==> config.mk <==
export PLATFORM = sky130hd
export DESIGN_NAME = rc4_stream_decrypt
export DESIGN_NICKNAME = d
export VERILOG_FILES = /design/src/rtl/rc4_pkg.sv /design/src/rtl/rc4_ks_fifo.sv /design/src/rtl/rc4_stream_decrypt.sv
export SDC_FILE = /design/constraint.sdc
export NUM_CORES = 1
export LEC_CHECK = 0
export CAP_MARGIN = 30
export CORE_ASPECT_RATIO = 1.75
export CORE_MARGIN = 5
export CORE_UTILIZATION = 51
export CTS_CLUSTER_DIAMETER = 80
export DETAILED_ROUTE_END_ITERATION = 8
export PLACE_DENSITY = 0.8
export SLEW_MARGIN = 20
export SYNTH_ARGS = -nofsm -noshare
export SYNTH_HDL_FRONTEND = slang
export SYNTH_SLANG_ARGS = --single-unit
==> constraint.sdc <==
create_clock -name clk -period 2.8 [get_ports clk]
set_clock_uncertainty 0.05 [all_clocks]
set_input_delay 0.84 -clock clk [delete_from_list [all_inputs] [get_ports clk]]
set_output_delay 0.84 -clock clk [all_outputs]
set_load 0.05 [all_outputs]
==> src/rtl/rc4_pkg.sv <==
// Shared types and constants for the RC4 receive path.
// State encoding for the decrypt FSM plus the byte width.
package rc4_pkg;

  localparam int BYTE_W = 8;

  typedef enum logic [1:0] {
    WAIT_INIT,
    RUN,
    DRAIN
  } state_t;

endpackage

==> src/rtl/rc4_ks_fifo.sv <==
// Keystream FIFO: power-of-two depth, sticky drop flag on push-at-full.
// Pointers wrap naturally in their AW-bit registers.
module rc4_ks_fifo
  import rc4_pkg::*;
#(
  parameter int DEPTH = 4
) (
  input  logic                    clk,
  input  logic                    rst,
  input  logic                    i_push,
  input  logic                    i_pop,
  input  logic [BYTE_W-1:0]       i_data,
  output logic [BYTE_W-1:0]       o_data,
  output logic [$clog2(DEPTH):0]  o_count,
  output logic                    o_full,
  output logic                    o_empty,
  output logic                    o_drop
);

  localparam int AW = $clog2(DEPTH);
  localparam logic [AW:0]   FULL_C = (AW+1)'(DEPTH);
  localparam logic [AW:0]   ONE_C  = (AW+1)'(1);
  localparam logic [AW-1:0] PONE_C = AW'(1);

  logic [BYTE_W-1:0] r_mem [DEPTH];
  logic [AW-1:0]     r_wp;
  logic [AW-1:0]     r_rp;
  logic [AW:0]       r_cnt;
  logic              r_drop;
  logic              w_do_push;
  logic              w_do_pop;

  assign o_full    = (r_cnt == FULL_C);
  assign o_empty   = (r_cnt == '0);
  assign w_do_pop  = i_pop && !o_empty;
  // At full a push is only accepted when a pop frees the slot this edge.
  assign w_do_push = i_push && (!o_full || w_do_pop);

  always_ff @(posedge clk or negedge rst) begin
    if (!rst) begin
      for (int k = 0; k < DEPTH; k++) r_mem[k] <= '0;
      r_wp   <= '0;
      r_rp   <= '0;
      r_cnt  <= '0;
      r_drop <= 1'b0;
    end else begin
      if (w_do_push) begin
        r_mem[r_wp] <= i_data;
        r_wp        <= r_wp + PONE_C;
      end
      if (w_do_pop) r_rp <= r_rp + PONE_C;
      unique case ({w_do_push, w_do_pop})
        2'b10:   r_cnt <= r_cnt + ONE_C;
        2'b01:   r_cnt <= r_cnt - ONE_C;
        default: r_cnt <= r_cnt;
      endcase
      if (i_push && !w_do_push) r_drop <= 1'b1;
    end
  end

  assign o_data  = r_mem[r_rp];
  assign o_count = r_cnt;
  assign o_drop  = r_drop;

endmodule

==> src/rtl/rc4_stream_decrypt.sv <==
// RC4 ciphertext-to-plaintext stage: keystream FIFO, XOR, registered output.
// Optional per-message checksum built when RC4_DEC_CHECKSUM_EN is defined.
module rc4_stream_decrypt
  import rc4_pkg::*;
#(
  parameter int KS_DEPTH = 4
) (
  input  logic              clk,
  input  logic              rst,
  input  logic              init_done,
  input  logic              ks_valid,
  input  logic [BYTE_W-1:0] ks_data,
  output logic              ks_stall,
  input  logic              ct_valid,
  output logic              ct_ready,
  input  logic [BYTE_W-1:0] ct_data,
  input  logic              ct_last,
  output logic              pt_valid,
  input  logic              pt_ready,
  output logic [BYTE_W-1:0] pt_data,
  output logic              pt_last,
  output logic              msg_done,
  output logic              ks_overflow,
  output logic              chk_valid,
  output logic              chk_ok
);

  localparam int AW = $clog2(KS_DEPTH);
  localparam logic [AW:0] STALL_AT = (AW+1)'(KS_DEPTH - 1);

  state_t            r_state;
  state_t            w_state_nxt;
  logic              r_pt_valid;
  logic [BYTE_W-1:0] r_pt_data;
  logic              r_pt_last;
  logic              r_msg_done;
  logic              r_stall;
  logic              w_ct_ready;
  logic              w_ct_hs;
  logic              w_pt_hs;
  logic              w_msg_end;
  logic              w_active;
  logic [BYTE_W-1:0] w_head;
  logic [BYTE_W-1:0] w_pt_byte;
  logic [AW:0]       w_count;
  logic              w_full;
  logic              w_empty;
  logic              w_drop;

  assign w_active  = (r_state != WAIT_INIT);
  assign w_pt_hs   = r_pt_valid && pt_ready;
  assign w_ct_hs   = ct_valid && w_ct_ready;
  assign w_pt_byte = ct_data ^ w_head;
  assign w_msg_end = (r_state == DRAIN) && w_pt_hs && r_pt_last;

  rc4_ks_fifo #(
    .DEPTH (KS_DEPTH)
  ) u_fifo (
    .clk     (clk),
    .rst     (rst),
    .i_push  (w_active && ks_valid),
    .i_pop   (w_ct_hs),
    .i_data  (ks_data),
    .o_data  (w_head),
    .o_count (w_count),
    .o_full  (w_full),
    .o_empty (w_empty),
    .o_drop  (w_drop)
  );

  always_comb begin
    w_state_nxt = r_state;
    w_ct_ready  = 1'b0;
    unique case (r_state)
      WAIT_INIT: begin
        if (init_done) w_state_nxt = RUN;
      end
      RUN: begin
        w_ct_ready = !w_empty && (!r_pt_valid || pt_ready);
        if (ct_valid && w_ct_ready && ct_last) w_state_nxt = DRAIN;
      end
      DRAIN: begin
        if (w_pt_hs && r_pt_last) w_state_nxt = RUN;
      end
      default: w_state_nxt = WAIT_INIT;
    endcase
  end

  always_ff @(posedge clk or negedge rst) begin
    if (!rst) begin
      r_state    <= WAIT_INIT;
      r_pt_valid <= 1'b0;
      r_pt_data  <= '0;
      r_pt_last  <= 1'b0;
      r_msg_done <= 1'b0;
      r_stall    <= 1'b0;
    end else begin
      r_state    <= w_state_nxt;
      r_msg_done <= w_msg_end;
      r_stall    <= w_full || (w_count >= STALL_AT);
      if (w_ct_hs) begin
        r_pt_valid <= 1'b1;
        r_pt_data  <= w_pt_byte;
        r_pt_last  <= ct_last;
      end else if (w_pt_hs) begin
        r_pt_valid <= 1'b0;
      end
    end
  end

`ifdef RC4_DEC_CHECKSUM_EN
  logic [BYTE_W-1:0] r_sum;
  logic              r_chk_valid;
  logic              r_chk_ok;

  // The last byte is the checksum itself, so it never enters the sum.
  always_ff @(posedge clk or negedge rst) begin
    if (!rst) begin
      r_sum       <= '0;
      r_chk_valid <= 1'b0;
      r_chk_ok    <= 1'b0;
    end else begin
      r_chk_valid <= w_msg_end;
      r_chk_ok    <= w_msg_end && (r_sum == r_pt_data);
      if (w_msg_end) r_sum <= '0;
      else if (w_ct_hs && !ct_last) r_sum <= r_sum ^ w_pt_byte;
    end
  end

  assign chk_valid = r_chk_valid;
  assign chk_ok    = r_chk_ok;
`else
  assign chk_valid = 1'b0;
  assign chk_ok    = 1'b0;
`endif

  assign ct_ready    = w_ct_ready;
  assign pt_valid    = r_pt_valid;
  assign pt_data     = r_pt_data;
  assign pt_last     = r_pt_last;
  assign msg_done    = r_msg_done;
  assign ks_stall    = r_stall;
  assign ks_overflow = w_drop;

endmodule

==> impl_metrics.py <==
metrics = {
    "timing": {
        "fin_crit_ns": 2.708,
        "maxSlewHeadroom": 0.5940,
        "rsz0062_at_grt": "false",
        "setup-violations-final": 0,
        "hold_violations": 0,
        "fin_crit_sh": 0.9670,
        "tightest_slew_ns": 0.6090,
        "slew_violations": 0,
        "max_freq_mhz": 369.3,
        "tns_ns": 0,
    },
    "yosys": {
        "async_flop_share": 1.000,
        "synth_edf_count": 0,
        "ys.flop_type": "dfrtp_1",
        "synthAdderAreaFrac": 0.02799,
        "synth.area.mux_share": 0.2249,
        "yosys.cell_types.count": 33,
        "synth-simple-area-share": 0.08646,
        "avgSynthCellArea_um2": 13.18,
        "ys_seq_area_frac": 0.5397,
        "synth_area_um2": 2504,
        "ys_warn_count": 0,
        "synth_xor_area_frac": 0.03848,
        "synth_top_family_by_area": "multiplexers",
        "syn_inst": 190,
        "ys_ff_latch": 54,
        "synth_compound_area_frac": 0.05897,
    },
    "floorplanning": {
        "dieArea_um2": 6466,
        "die_y_um": 102.7,
        "ios": 39,
        "core_um2": 4748,
        "core.rowCount": 33,
        "die_w_um": 62.97,
        "start_util": 0.5273,
    },
    "cts": {
        "cts.sinks": 54,
        "cts_resized": 0,
        "clk_pin_slew_ns": 0.10,
        "post_cts_buffers": 0,
        "cts_root_buf": "clkbuf_8",
        "clock_latency_ns": 0.31,
        "tritoncts": "yes",
        "holdBufCountCts": 0,
        "clock_path_buffers": 2,
        "cts_max_level": 2,
        "cts_buffers": 5,
    },
    "grt": {
        "grt_max_degree": 22,
        "grt_pass1_wl_um": 7983,
        "grt-ovfl-total": 0,
        "first_global_vias": 1627,
        "antenna_found_initial": 0,
        "grtUsageTotal": 0.1591,
    },
    "finish": {
        "n_fill_cell": 386,
        "final_cell_mix": "dfrtp_1, mux2_2, clkdlybuf4s50_1",
        "drive_gt1_frac": 0.2857,
        "fin_cells": 290,
        "nets": 265,
        "final_common_cell": "dfrtp_1",
        "num_antenna_cells": 0,
        "syn_to_final_growth_pct": 23.59,
    },
    "pwr": {
        "irDropWorstVdd_uv": 731.1,
        "p_leak_nw": 1.313,
        "power.density_nw_per_um2": 1224,
    },
    "run_status": {
        "status": "completed",
    },
    "setup_path": {
        "path_delay_family": "buffers and inverters",
        "crit_buf_inv": 2,
        "crit_chain": "clkdlybuf4s50_1, nand2b_1, and3_1, buf_12",
        "cp_max_fo": 2,
        "rrSetupSlack_ns": 0.88,
        "r2r-start": "u_fifo.o_count[2]",
        "r2r-end": "u_fifo.r_mem[20]",
        "cp_data_required_time_ns": 1.91,
        "max_stage_delay_ns": 0.47,
        "worstPathArrival_ns": 1.82,
        "critical_path.startpoint": "pt_ready",
        "critPathCaptureType": "primary output",
        "crit_type": "input pin to primary output",
        "r2r_cells": 5,
        "start_kind": "input pin",
        "cp_slowest_cell": "clkdlybuf4s50_1",
    },
    "placed_design": {
        "dp_hpwl_um": 3367,
        "gp_congestion": 0.8384,
        "dp.cells": 282,
        "io_buffers": 36,
    },
    "detailed_routing": {
        "drc": 0,
        "drt_iter0_drc": 59,
        "dr.pass1.iters": 6,
        "totalWireLength_um": 4536,
        "dr_total_vias": 1568,
        "viasPerCell": 5.407,
        "wl_per_cell_um": 15.64,
        "ant_nets": 0,
    },
    "job": {
        "maxCapViolCount": 0,
    },
    "worst_hold_path": {
        "hp-class": "input pin to async pin",
    },
}
==> state kept, by name, summed over array words and instances (netlist names) <==
| signal | cells |
|---|---|
| ks_stall | 1 |
| u_fifo.r_wp | 2 |
| pt_last | 1 |
| msg_done | 1 |
| pt_valid | 1 |
| u_fifo.o_count | 3 |
| r_state | 2 |
| pt_data | 8 |
| u_fifo.r_rp | 2 |
| u_fifo.r_mem | 32 |
| u_fifo.o_drop | 1 |
==> report_power, final <==
group	internal, mW	switching [mW]
Combinational	0.932	0.874
Sequential	1.17	0.282
Clock	0.272	0.260
==> synthesized netlist by cell type (2+ instances only) <==
master	number	share of area
dfrtp_1	54	0.54
mux2_2	34	0.15
nand2_1	20	0.030
xnor2_1	11	0.038
o21ai_0	10	0.020
mux4_2	8	0.072
inv_1	5	0.0075
ha_1	4	0.020
nand2b_1	4	0.010
nor2_2	4	0.010
clkbuf_1	3	0.0045
nand3_1	3	0.0060
a21oi_1	2	0.0040
and3_1	2	0.0050
buf_2	2	0.0040
buf_4	2	0.0060
nand4_1	2	0.0050
nor2_1	2	0.0030
nor2b_1	2	0.0050
o21a_1	2	0.0060
o22ai_1	2	0.0050
==> worst max-delay path by stage <==
stage,slack [ns],cells past startpoint,endpoint
final,0.09,4,ct_ready
after global placement,0.10,4,ct_ready
after CTS,0.08,4,ct_ready
after global routing,0.04,4,ct_ready
after floorplan,0.22,3,ct_ready
after detailed placement,0.08,8,u_fifo.o_count[2]
==> layer usage <==
metal	share of wire	vias to the layer above	global-route usage
met5	0	-	0
met4	0.014	0	0.05392
met3	0.035	7	0.03053
met2	0.55	33	0.2838
met1	0.40	772	0.1915
li1	-	756	-
==> logic make-up after synthesis <==
family | after synthesis
flip-flops | 54
AND/OR/NAND/NOR | 43
multiplexers | 42
AO/OA/AOI/OAI | 22
buffers and inverters | 12
XOR/XNOR | 11
adder cells (fa/ha/maj) | 5
other | 1
==> per-stage QoR <==
stage / worst slack (ns) / cell area, um^2 / power, mW / util / hold WS [ns]
floorplan: 0.2178 / 2507 / 2.751 / - / 0.4252
global placement: 0.1020 / 2977 / 3.237 / 0.6269 / 0.4100
detailed placement: 0.08463 / 2977 / 3.291 / 0.6269 / 0.4118
CTS: 0.08440 / 3094 / 3.837 / 0.6516 / 0.4199
global route: 0.03965 / 3094 / 4.067 / 0.6516 / 0.4325
finish: 0.09233 / 3094 / 3.787 / 0.6516 / 0.4123
==> layout make-up <==
cell class | instances | area [um^2] | area share
inverter | 5 | 18.77 | 0.006066
multi-input combinational | 125 | 1101 | 0.3558
clock buffer | 5 | 68.82 | 0.02224
tap | 52 | 65.06 | 0.02103
timing repair buffer | 46 | 440.4 | 0.1423
sequential | 54 | 1351 | 0.4367
clock inverter | 3 | 48.80 | 0.01577
No activity file was read; power rests on OpenSTA's default activity.
